--- src/rtl/legv8_pkg.sv ---
// Shared definitions for the LEGv8 multicycle control path.
// Holds the FSM state encoding, opcode classes, opcode match constants/masks and the
// datapath mux/ALU control codes used by main_control_fsm and op_class_decode.
package legv8_pkg;

  // state_o exposes these encodings directly
  typedef enum logic [3:0] {
    StFetch    = 4'd0,
    StDecode   = 4'd1,
    StExecR    = 4'd2,
    StWbR      = 4'd3,
    StMemAddr  = 4'd4,
    StMemRd    = 4'd5,
    StMemWr    = 4'd6,
    StWbLd     = 4'd7,
    StBrCond   = 4'd8,
    StBrUncond = 4'd9
  } state_e;

  typedef enum logic [2:0] {
    OpR       = 3'd0,
    OpLd      = 3'd1,
    OpSt      = 3'd2,
    OpCbz     = 3'd3,
    OpB       = 3'd4,
    OpIllegal = 3'd5
  } op_class_e;

  // Full 11-bit opcodes
  localparam logic [10:0] OpcAdd  = 11'b10001011000;
  localparam logic [10:0] OpcSub  = 11'b11001011000;
  localparam logic [10:0] OpcAnd  = 11'b10001010000;
  localparam logic [10:0] OpcOrr  = 11'b10101010000;
  localparam logic [10:0] OpcLdur = 11'b11111000010;
  localparam logic [10:0] OpcStur = 11'b11111000000;

  // Short-opcode formats: match (opcode & mask) == value
  localparam logic [10:0] OpcCbz  = 11'b10110100000;
  localparam logic [10:0] MaskCbz = 11'b11111111000;
  localparam logic [10:0] OpcB    = 11'b00010100000;
  localparam logic [10:0] MaskB   = 11'b11111100000;

  localparam logic [1:0] AluOpAdd   = 2'b00;
  localparam logic [1:0] AluOpPassB = 2'b01;
  localparam logic [1:0] AluOpRType = 2'b10;

  localparam logic [1:0] SrcBReg   = 2'b00;
  localparam logic [1:0] SrcBFour  = 2'b01;
  localparam logic [1:0] SrcBDImm  = 2'b10;
  localparam logic [1:0] SrcBBrImm = 2'b11;

  localparam logic [1:0] PcSrcAlu    = 2'b00;
  localparam logic [1:0] PcSrcAluOut = 2'b01;

endpackage

--- src/rtl/op_class_decode.sv ---
// Combinational opcode classifier.
// Ports:
//   opcode   in  11  instruction[31:21]
//   op_class out  3  R / LD / ST / CBZ / B / ILLEGAL
module op_class_decode
  import legv8_pkg::*;
(
  input  logic [10:0] opcode,
  output op_class_e   op_class
);

  always_comb begin
    op_class = OpIllegal;
    if (opcode == OpcAdd || opcode == OpcSub || opcode == OpcAnd || opcode == OpcOrr) begin
      op_class = OpR;
    end else if (opcode == OpcLdur) begin
      op_class = OpLd;
    end else if (opcode == OpcStur) begin
      op_class = OpSt;
    end else if ((opcode & MaskCbz) == OpcCbz) begin
      op_class = OpCbz;
    end else if ((opcode & MaskB) == OpcB) begin
      op_class = OpB;
    end
  end

endmodule

--- src/rtl/main_control_fsm.sv ---
// Moore control FSM for the LEGv8 multicycle datapath.
// Ports:
//   clk, rst (sync, active-high)
//   opcode     in  11  instruction[31:21], sampled only in DECODE and MEM_ADDR
//   mem_ready  in   1  memory completes current access (used in FETCH/MEM_RD/MEM_WR)
//   ALUOp/ALUSrcA/ALUSrcB/PCSource and single-bit datapath strobes  out
//   illegal_op out  1  pulses in DECODE for an unrecognised opcode
//   state_o    out  4  current state encoding (reads FETCH while rst=1)
module main_control_fsm
  import legv8_pkg::*;
(
  input  logic        clk,
  input  logic        rst,
  input  logic [10:0] opcode,
  input  logic        mem_ready,
  output logic [1:0]  ALUOp,
  output logic        ALUSrcA,
  output logic [1:0]  ALUSrcB,
  output logic [1:0]  PCSource,
  output logic        PCWrite,
  output logic        PCWriteCond,
  output logic        IRWrite,
  output logic        IorD,
  output logic        MemRead,
  output logic        MemWrite,
  output logic        MemtoReg,
  output logic        RegWrite,
  output logic        Reg2Loc,
  output logic        illegal_op,
  output logic [3:0]  state_o
);

  state_e    state_q, state_d;
  op_class_e op_class;

  op_class_decode u_op_class_decode (
    .opcode   (opcode),
    .op_class (op_class)
  );

  always_ff @(posedge clk) begin
    if (rst) begin
      state_q <= StFetch;
    end else begin
      state_q <= state_d;
    end
  end

  always_comb begin
    state_d     = state_q;
    ALUOp       = AluOpAdd;
    ALUSrcA     = 1'b0;
    ALUSrcB     = SrcBReg;
    PCSource    = PcSrcAlu;
    PCWrite     = 1'b0;
    PCWriteCond = 1'b0;
    IRWrite     = 1'b0;
    IorD        = 1'b0;
    MemRead     = 1'b0;
    MemWrite    = 1'b0;
    MemtoReg    = 1'b0;
    RegWrite    = 1'b0;
    Reg2Loc     = 1'b0;
    illegal_op  = 1'b0;

    unique case (state_q)
      StFetch: begin
        MemRead = 1'b1;
        ALUSrcB = SrcBFour;
        IRWrite = mem_ready;
        PCWrite = mem_ready;
        if (mem_ready) state_d = StDecode;
      end
      StDecode: begin
        ALUSrcB = SrcBBrImm;
        Reg2Loc = (op_class == OpSt) || (op_class == OpCbz);
        unique case (op_class)
          OpR:        state_d = StExecR;
          OpLd, OpSt: state_d = StMemAddr;
          OpCbz:      state_d = StBrCond;
          OpB:        state_d = StBrUncond;
          default: begin
            illegal_op = 1'b1;
            state_d    = StFetch;
          end
        endcase
      end
      StExecR: begin
        ALUSrcA = 1'b1;
        ALUOp   = AluOpRType;
        state_d = StWbR;
      end
      StWbR: begin
        RegWrite = 1'b1;
        state_d  = StFetch;
      end
      StMemAddr: begin
        ALUSrcA = 1'b1;
        ALUSrcB = SrcBDImm;
        Reg2Loc = (op_class == OpSt);
        // Opcode changed under us since DECODE: abandon the instruction
        if (op_class == OpLd)      state_d = StMemRd;
        else if (op_class == OpSt) state_d = StMemWr;
        else                       state_d = StFetch;
      end
      StMemRd: begin
        MemRead = 1'b1;
        IorD    = 1'b1;
        if (mem_ready) state_d = StWbLd;
      end
      StMemWr: begin
        MemWrite = 1'b1;
        IorD     = 1'b1;
        Reg2Loc  = 1'b1;
        if (mem_ready) state_d = StFetch;
      end
      StWbLd: begin
        RegWrite = 1'b1;
        MemtoReg = 1'b1;
        state_d  = StFetch;
      end
      StBrCond: begin
        ALUSrcA     = 1'b1;
        ALUOp       = AluOpPassB;
        PCWriteCond = 1'b1;
        PCSource    = PcSrcAluOut;
        Reg2Loc     = 1'b1;
        state_d     = StFetch;
      end
      StBrUncond: begin
        PCWrite  = 1'b1;
        PCSource = PcSrcAluOut;
        state_d  = StFetch;
      end
      default: state_d = StFetch;
    endcase

    // Reset masks every output so nothing fires while the register is being cleared
    if (rst) begin
      ALUOp       = 2'b00;
      ALUSrcA     = 1'b0;
      ALUSrcB     = 2'b00;
      PCSource    = 2'b00;
      PCWrite     = 1'b0;
      PCWriteCond = 1'b0;
      IRWrite     = 1'b0;
      IorD        = 1'b0;
      MemRead     = 1'b0;
      MemWrite    = 1'b0;
      MemtoReg    = 1'b0;
      RegWrite    = 1'b0;
      Reg2Loc     = 1'b0;
      illegal_op  = 1'b0;
    end
  end

  assign state_o = rst ? StFetch : state_q;

endmodule
--- config.mk ---
export PLATFORM = sky130hd
export DESIGN_NAME = main_control_fsm
export DESIGN_NICKNAME = d
export VERILOG_FILES = /design/src/rtl/legv8_pkg.sv /design/src/rtl/op_class_decode.sv /design/src/rtl/main_control_fsm.sv
export SDC_FILE = /design/constraint.sdc
export NUM_CORES = 1
export LEC_CHECK = 0
export ABC_AREA = 0
export CELL_PAD_IN_SITES_DETAIL_PLACEMENT = 1
export CELL_PAD_IN_SITES_GLOBAL_PLACEMENT = 1
export CORE_UTILIZATION = 25
export DETAILED_ROUTE_END_ITERATION = 6
export GPL_TIMING_DRIVEN = 0
export PLACE_DENSITY = 0.84
export SYNTH_ARGS = -nofsm -noshare
export SYNTH_HDL_FRONTEND = slang
export SYNTH_SLANG_ARGS = --single-unit
--- constraint.sdc ---
create_clock -name clk -period 1.71 [get_ports clk]
set_input_delay 0.2565 -clock clk [delete_from_list [all_inputs] [get_ports clk]]
set_output_delay 0.2565 -clock clk [all_outputs]
set_load 0.005 [all_outputs]
==> metrics, run 1 <==
Max clock buf depth=2; initial core utilization=0.268; Worst Path Arrival=1700 ps; Final setup violation count=8; antenna diode count=0; relative slew slack=0.669; Unique masters post-synth=45; Post-CTS Hold Buffers=0; top cell type by total area after synthesis=dfxtp_1; clock tree root buffer cell=clkbuf_4; most frequent cell after synthesis=nor2_1; violations in the final reports=setup timing; status=finished with violations; synthesized area=676 um2; # placed instances=159; Pre-Repair DR Iteration Count=4; final core utilization=0.563; initial antenna violation count=0; pin count of the biggest net entering global routing=11; Ys Warns=0; share of the synthesized area in the top cell type=0.119; Syn-to-layout area delta=110%; gp weighted congestion=0.854; Max Cap Viol=0; synthesized area per cell=7.04 um2; Max FO, Critical Path=5; Reg with most FFs=state_q; ys flop type=dfxtp_1; H-Tree Depth=1; GR Overflow Total=0; routed via count=1,015; GRT Util Overall=0.229; Starting DRT DRC Count=13; share of layout cells above drive strength 1=0.513; worst-case clock skew=3.60 ps; full die area=2910 um2; register bit total from synthesis=4; global-route wire length before repair=4.60 mm; CTS Sinks=4; dpl ws=-795 ps; via/cell ratio=5.52; clock latency on the worst-skew pair=240 ps; Layout Cells excl Fill=184; max reg flops=4; Seq/Total Area, Yosys=0.119; routed wire length=3.60 mm; worst slew pin tran=492 ps; RSZ-0062 raised after global routing=true; Setup crit end kind=primary output; Horiz. Die Dim=54.0 um; Remaining DRCs=0; top flop regs=state_q: 4 flops; CTS tree=built; core area=2520 um2; Tightest Hold Check Type=in2reg; DP HPWL=1.92 mm; period utilisation layout=1.15; Highest Clock Rate=0.510 GHz; wire length per cell=19.6 um; Mapped Nets=110; Top-Level Pins=35; Synth area leaders=dfxtp_1 12%, nor2b_1 6.5%, nor3_1 5.2%, nor2_1 4.4%, a21oi_1 3.7%; setup TNS=-740 ps; Pwr Density=278 nW/um2; Clock Pin Slew Worst Setup and Hold Paths=40 ps; NumNets Final=170; Final Max Tran Viols=0; Post-synth ARST share=0; PortBufs=33; final hold vios=0; vias in the first global route=968; post-route ant nets=0; FP Rows=18; CP Class=reg2out; CP required=1450 ps; Lkg Pwr=0.753 nW; synth cell count leaders=8 x nor2_1, 7 x nor2b_1, 7 x nor3_1; Max IR drop VDD=294 uV; clock buffers created by TritonCTS=3; Setup WS post-layout=-251 ps; critical path launch point type=flop; number of synthesized flops with an enable pin=0; Post-Synthesis Cells=96; minimum clock period=1960 ps; Die H=54.0 um
-- critical path, cell delays in order (launching register included) --
cell and delay, ps:
dfxtp_4 360, buf_4 140, nor2b_2 260, and2_1 200, clkdlybuf4s50_1 510
-- stage by stage --
step                      power [mW]  area (um2)  hold WS, ps
after global placement         0.228        1040          640
after CTS                      0.378        1280          541
final                          0.395        1420          394
after detailed placement       0.232        1040          647
after global routing           0.420        1420          434
after floorplan                0.159         676          431
-- cells in the final DEF, fill, tap and decap left out, types with 4 or more instances in the layout --
cell type       Yosys  final
and3_1              4      4
nor2_1              8      7
buf_4               1     18
dfxtp_4             0      4
clkbuf_2            0      8
nand4_1             4      4
buf_6               1      9
nand2_1             4      4
nor2b_1             7      5
dlymetal6s2s_1      0     11
buf_2               2      8
-- power by group --
| group | total [mW] | switching (mW) | internal, mW |
|---|---|---|---|
| sequential | 0.0936 | 0.00262 | 0.0910 |
| clock | 0.120 | 0.0418 | 0.0787 |
| combinational | 0.181 | 0.0892 | 0.0919 |
| total | 0.395 | 0.134 | 0.262 |
-- area by class of cell --
type,instances,area [um2]
Timing Repair Buffer,58,497
Inverter,3,11.3
Buffer,5,67.6
Tap cell,30,37.5
Sequential cell,4,95.1
Clock buffer,3,22.5
Fill cell,297,1100
Multi-Input combinational cell,81,691
-- layer usage --
layer / wire length, um / part of all wire / global-route usage / vias to the layer above
met5: 0 / 0 / 0 / -
li1: - / - / - / 474
met2: 1950 / 0.54 / 0.434 / 47
met4: 120 / 0.033 / 0.0556 / 0
met1: 1340 / 0.37 / 0.251 / 482
met3: 195 / 0.054 / 0.0565 / 12
-- timing repair --
item	4_1_cts	5_1_grt
pin swaps	7	18
buffers inserted	11	13
gates cloned	0	1
gates resized for setup	84	50
endpoints found under the setup margin	21	17
-- worst paths after layout --
path / slack, ps / to / from / cells after the start
max: -250 / RegWrite / state_q[3] / 4
min: 390 / state_q[0] / opcode[1] / 3
max reg2reg: 120 / state_q[0] / state_q[2] / 5
min reg2reg: 620 / state_q[3] / state_q[2] / 3
-- logic make-up (layout without fill, tap and decap cells) --
kind of cell           count (synthesis)  in the layout  synth area share
AO/OA/AOI/OAI                         20             20             0.206
buffers and inverters                 11             69            0.0815
flip-flops                             4              4             0.119
AND/OR/NAND/NOR                       56             56             0.535
other                                  1              1           0.00555
XOR/XNOR                               3              3            0.0389
multiplexers                           1              1            0.0148
(Power assumes the default switching activity.)
==> inputs of run 2 (changes only) <==
CORE_UTILIZATION = 26   (was 25)
PLACE_DENSITY = 0.86   (was 0.84)
SKIP_CTS_REPAIR_TIMING = 1   (was not set)
==> metrics, run 2 (synthesis gave the netlist of run 1 again) <==
Max stage delay on crit path=560 ps; r2r setup slk=90 ps; Die H=53.0 um; Multi-input gate area=622 um2; total design power=0.370 mW; H-Tree Depth=1; max reg flops=4; minimum clock period=2090 ps; routed wire length=2.92 mm; Highest Clock Rate=0.478 GHz; DP HPWL=1.95 mm; share of layout cells above drive strength 1=0.312; GR Overflow Total=0; Max Cap Viol=0; Reg with most FFs=state_q; status=finished with violations; RSZ-0062 raised after global routing=true; vias in the first global route=910; most frequent cells in the layout=17 x clkdlybuf4s50_1, 14 x dlymetal6s2s_1, 11 x buf_4; hold_sp=opcode[2]; pin count of the biggest net entering global routing=11; PortBufs=33; crit path cell chain=or4b_4, nor4_4, nor2_1, a21oi_1, buf_2; Pwr Density=291 nW/um2; via/cell ratio=5.60; initial antenna violation count=0; post-route ant nets=0; WHS=561 ps; Top-Level Pins=35; GRT Util Overall=0.194; FP Rows=18; period utilisation layout=1.22; core area=2450 um2; Final Max Tran Viols=0; CP required=1450 ps; crit path launch=state_q[1]; initial core utilization=0.275; full die area=2810 um2; Setup crit end kind=primary output; routed via count=958; critical path launch point type=flop; clock latency on the worst-skew pair=240 ps; worst-path cell with the longest stage delay=or4b_4; Tightest Hold Check Type=in2reg; clock tree root buffer cell=clkbuf_4; Setup WS post-layout=-381 ps; global-route wire length before repair=4.00 mm; antenna diode count=0; violations in the final reports=setup timing; gp weighted congestion=0.840; wire length per cell=17.1 um; Pre-Repair DR Iteration Count=4; commonest non-fill, non-tap cell in the layout=clkdlybuf4s50_1; clock buffers created by TritonCTS=3; Remaining DRCs=0; top flop regs=state_q: 4 flops; Max clock buf depth=2; Clock Pin Slew Worst Setup and Hold Paths=40 ps; Lkg Pwr=0.675 nW; Max FO, Critical Path=6; flip-flop and latch area=91.3 um2; CTS Sinks=4; Starting DRT DRC Count=6; Reg-to-Reg Start=state_q[1]; final core utilization=0.518; Max IR drop VDD=196 uV; CP Class=reg2out; Horiz. Die Dim=53.0 um; Worst Path Arrival=1830 ps; Fill cells=297; CTS tree=built; Final setup violation count=13; final hold vios=0; Syn-to-layout area delta=88.1%; NumNets Final=157; worst-case clock skew=3.43 ps
-- run 2: cell types whose count changed in the layout (fill, tap and decap cells not counted), moves of 3 or more --
cell / delta
buf_4: -7
buf_2: -5
clkdlybuf4s50_1: +15
dlymetal6s2s_1: +3
buf_6: -6
clkbuf_2: -6
nor3_1: +3
-- run 2: final timing paths --
kind / to / cells past startpoint
worst max-delay path: Reg2Loc / 5
worst min-delay path: state_q[2] / 5
worst max register to register: state_q[1] / 4
worst min register to register: state_q[2] / 2
-- run 2: layout make-up --
| type | count | share of cell area |
|---|---|---|
| Timing Repair Buffer | 43 | 0.337 |
| Inverter | 3 | 0.00886 |
| Multi-Input combinational cell | 81 | 0.489 |
| Clock buffer | 3 | 0.0177 |
| Tap cell | 30 | 0.0295 |
| Buffer | 7 | 0.0463 |
| Sequential cell | 4 | 0.0719 |
-- run 2: routing by layer --
metal  vias up  routed length, um  part of all wire  GRT usage
met5         -                  0                 0          0
li1        445                  -                 -          -
met3         4                109             0.037     0.0345
met4         0                 33             0.011     0.0833
met1       471               1180              0.41      0.230
met2        38               1590              0.55      0.335
-- run 2: critical path: cells and delay by family, from the launching register on --
| kind | cells | cell delay, ps |
|---|---|---|
| AO/OA/AOI/OAI | 1 | 150 |
| flip-flops | 1 | 370 |
| buffers and inverters | 1 | 120 |
| AND/OR/NAND/NOR | 3 | 960 |
-- run 2: where the power goes --
group,total [mW],switching (mW),leakage [nW],internal [mW]
sequential,0.0921,0.000939,0.0349,0.0911
combinational,0.157,0.0741,0.626,0.0827
clock,0.121,0.0422,0.0138,0.0787
-- run 2: metrics by stage --
| step | cells | area [um2] | worst slack (ps) | TNS (ps) |
|---|---|---|---|---|
| 6_report | 171 | 1270 | -381 | -2800 |
| 5_1_grt | 171 | 1270 | -482 | -3590 |
| 4_1_cts | 162 | 1070 | -804 | -10060 |
| 3_5_place_dp | 159 | 1040 | -773 | -9220 |
| 3_3_place_gp | 159 | 1040 | -803 | -9160 |
| 2_1_floorplan | 96 | 676 | 161 | 0 |
==> inputs of run 3 (changes only) <==
CORE_MARGIN = 2   (was not set)
==> metrics, run 3 (synthesis gave the netlist of run 1 again) <==
status=finished with violations; violations in the final reports=setup timing; Max clock buf depth=2; GRT Util Overall=0.176; initial antenna violation count=0; Fill cells=312; Max Cap Viol=0; Syn-to-layout area delta=97.2%; vias in the first global route=836; full die area=3020 um2; routed via count=936; antenna diode count=0; max reg flops=4; initial core utilization=0.273; GR Overflow Total=0; Tightest Hold Check Type=in2reg; Remaining DRCs=0; via/cell ratio=5.41; post-route ant nets=0; PortBufs=33; Setup WS post-layout=-333 ps; Horiz. Die Dim=55.0 um; clock tree root buffer cell=clkbuf_4; pin count of the biggest net entering global routing=11; CP required=1450 ps; Top-Level Pins=35; CP Class=reg2out; global-route wire length before repair=3.83 mm; Lkg Pwr=0.800 nW; dpl ws=-803 ps; Reg with most FFs=state_q; Pwr Density=299 nW/um2; Worst Path Arrival=1790 ps; flip-flop and latch area=88.8 um2; H-Tree Depth=1; Setup crit end kind=primary output; CTS Sinks=4; Hold Path Depth=3; core area=2480 um2; Max FO, Critical Path=5; Clock Pin Slew Worst Setup and Hold Paths=40 ps; final core utilization=0.538; share of layout cells above drive strength 1=0.329; final hold vios=0; clock buffers created by TritonCTS=3; gp weighted congestion=0.864; routed wire length=3.18 mm; worst-case clock skew=1.92 ps; R2R depth=5; NumNets Final=159; Highest Clock Rate=0.490 GHz; commonest non-fill, non-tap cell in the layout=dlymetal6s2s_1; Multi-input gate area=629 um2; critical path launch point type=flop; minimum clock period=2040 ps; clock latency on the worst-skew pair=240 ps; Starting DRT DRC Count=11; Pre-Repair DR Iteration Count=4; top flop regs=state_q: 4 flops; DP HPWL=1.91 mm; Final setup violation count=4; Max IR drop VDD=211 uV; period utilisation layout=1.19; Final Max Tran Viols=0; CTS tree=built; Die H=55.0 um; FP Rows=18; wire length per cell=18.4 um; RSZ-0062 raised after global routing=true; most frequent cells in the layout=20 x dlymetal6s2s_1, 11 x buf_4, 10 x clkdlybuf4s50_1
run 3: power by group:
part / internal, mW / switching (mW) / leakage (nW)
Sequential: 0.0926 / 0.000971 / 0.0346
Clock: 0.0788 / 0.0436 / 0.0138
Combinational: 0.0999 / 0.0822 / 0.752
run 3: through the flow:
step,TNS (ps),hold WS (ps),std cells,instance area [um2],power (mW)
global placement,-8550,655,159,1040,0.228
global route,-950,467,173,1330,0.418
floorplan,0,431,96,676,0.159
detailed placement,-9220,647,159,1040,0.232
finish,-610,425,173,1330,0.398
CTS,-10020,659,162,1070,0.353
run 3: cell type report:
type | count | share of cell area
Sequential cell | 4 | 0.0667
Tap cell | 30 | 0.0282
Multi-Input combinational cell | 81 | 0.472
Inverter | 3 | 0.00845
Clock buffer | 3 | 0.0169
Timing Repair Buffer | 45 | 0.354
Buffer | 7 | 0.0535
run 3: metal layers:
metal	GRT usage	up-vias	share of wire
met5	0	-	0
met1	0.215	451	0.39
met4	0.0488	0	0.0050
met2	0.323	35	0.57
li1	-	448	-
met3	0.0188	2	0.039
run 3: final timing paths:
kind / startpoint / endpoint / slack [ps]
worst min register to register: state_q[2] / state_q[2] / 680
worst max register to register: state_q[0] / state_q[1] / 110
worst min-delay path: opcode[1] / state_q[0] / 420
worst max-delay path: state_q[0] / Reg2Loc / -330
run 3: critical path, cell delays in order, from the launching register on:
cell and delay, ps:
dfxtp_1 300, buf_6 120, or4b_4 520, nor4_4 250, nor2_1 60, a21oi_1 150
buf_2 130
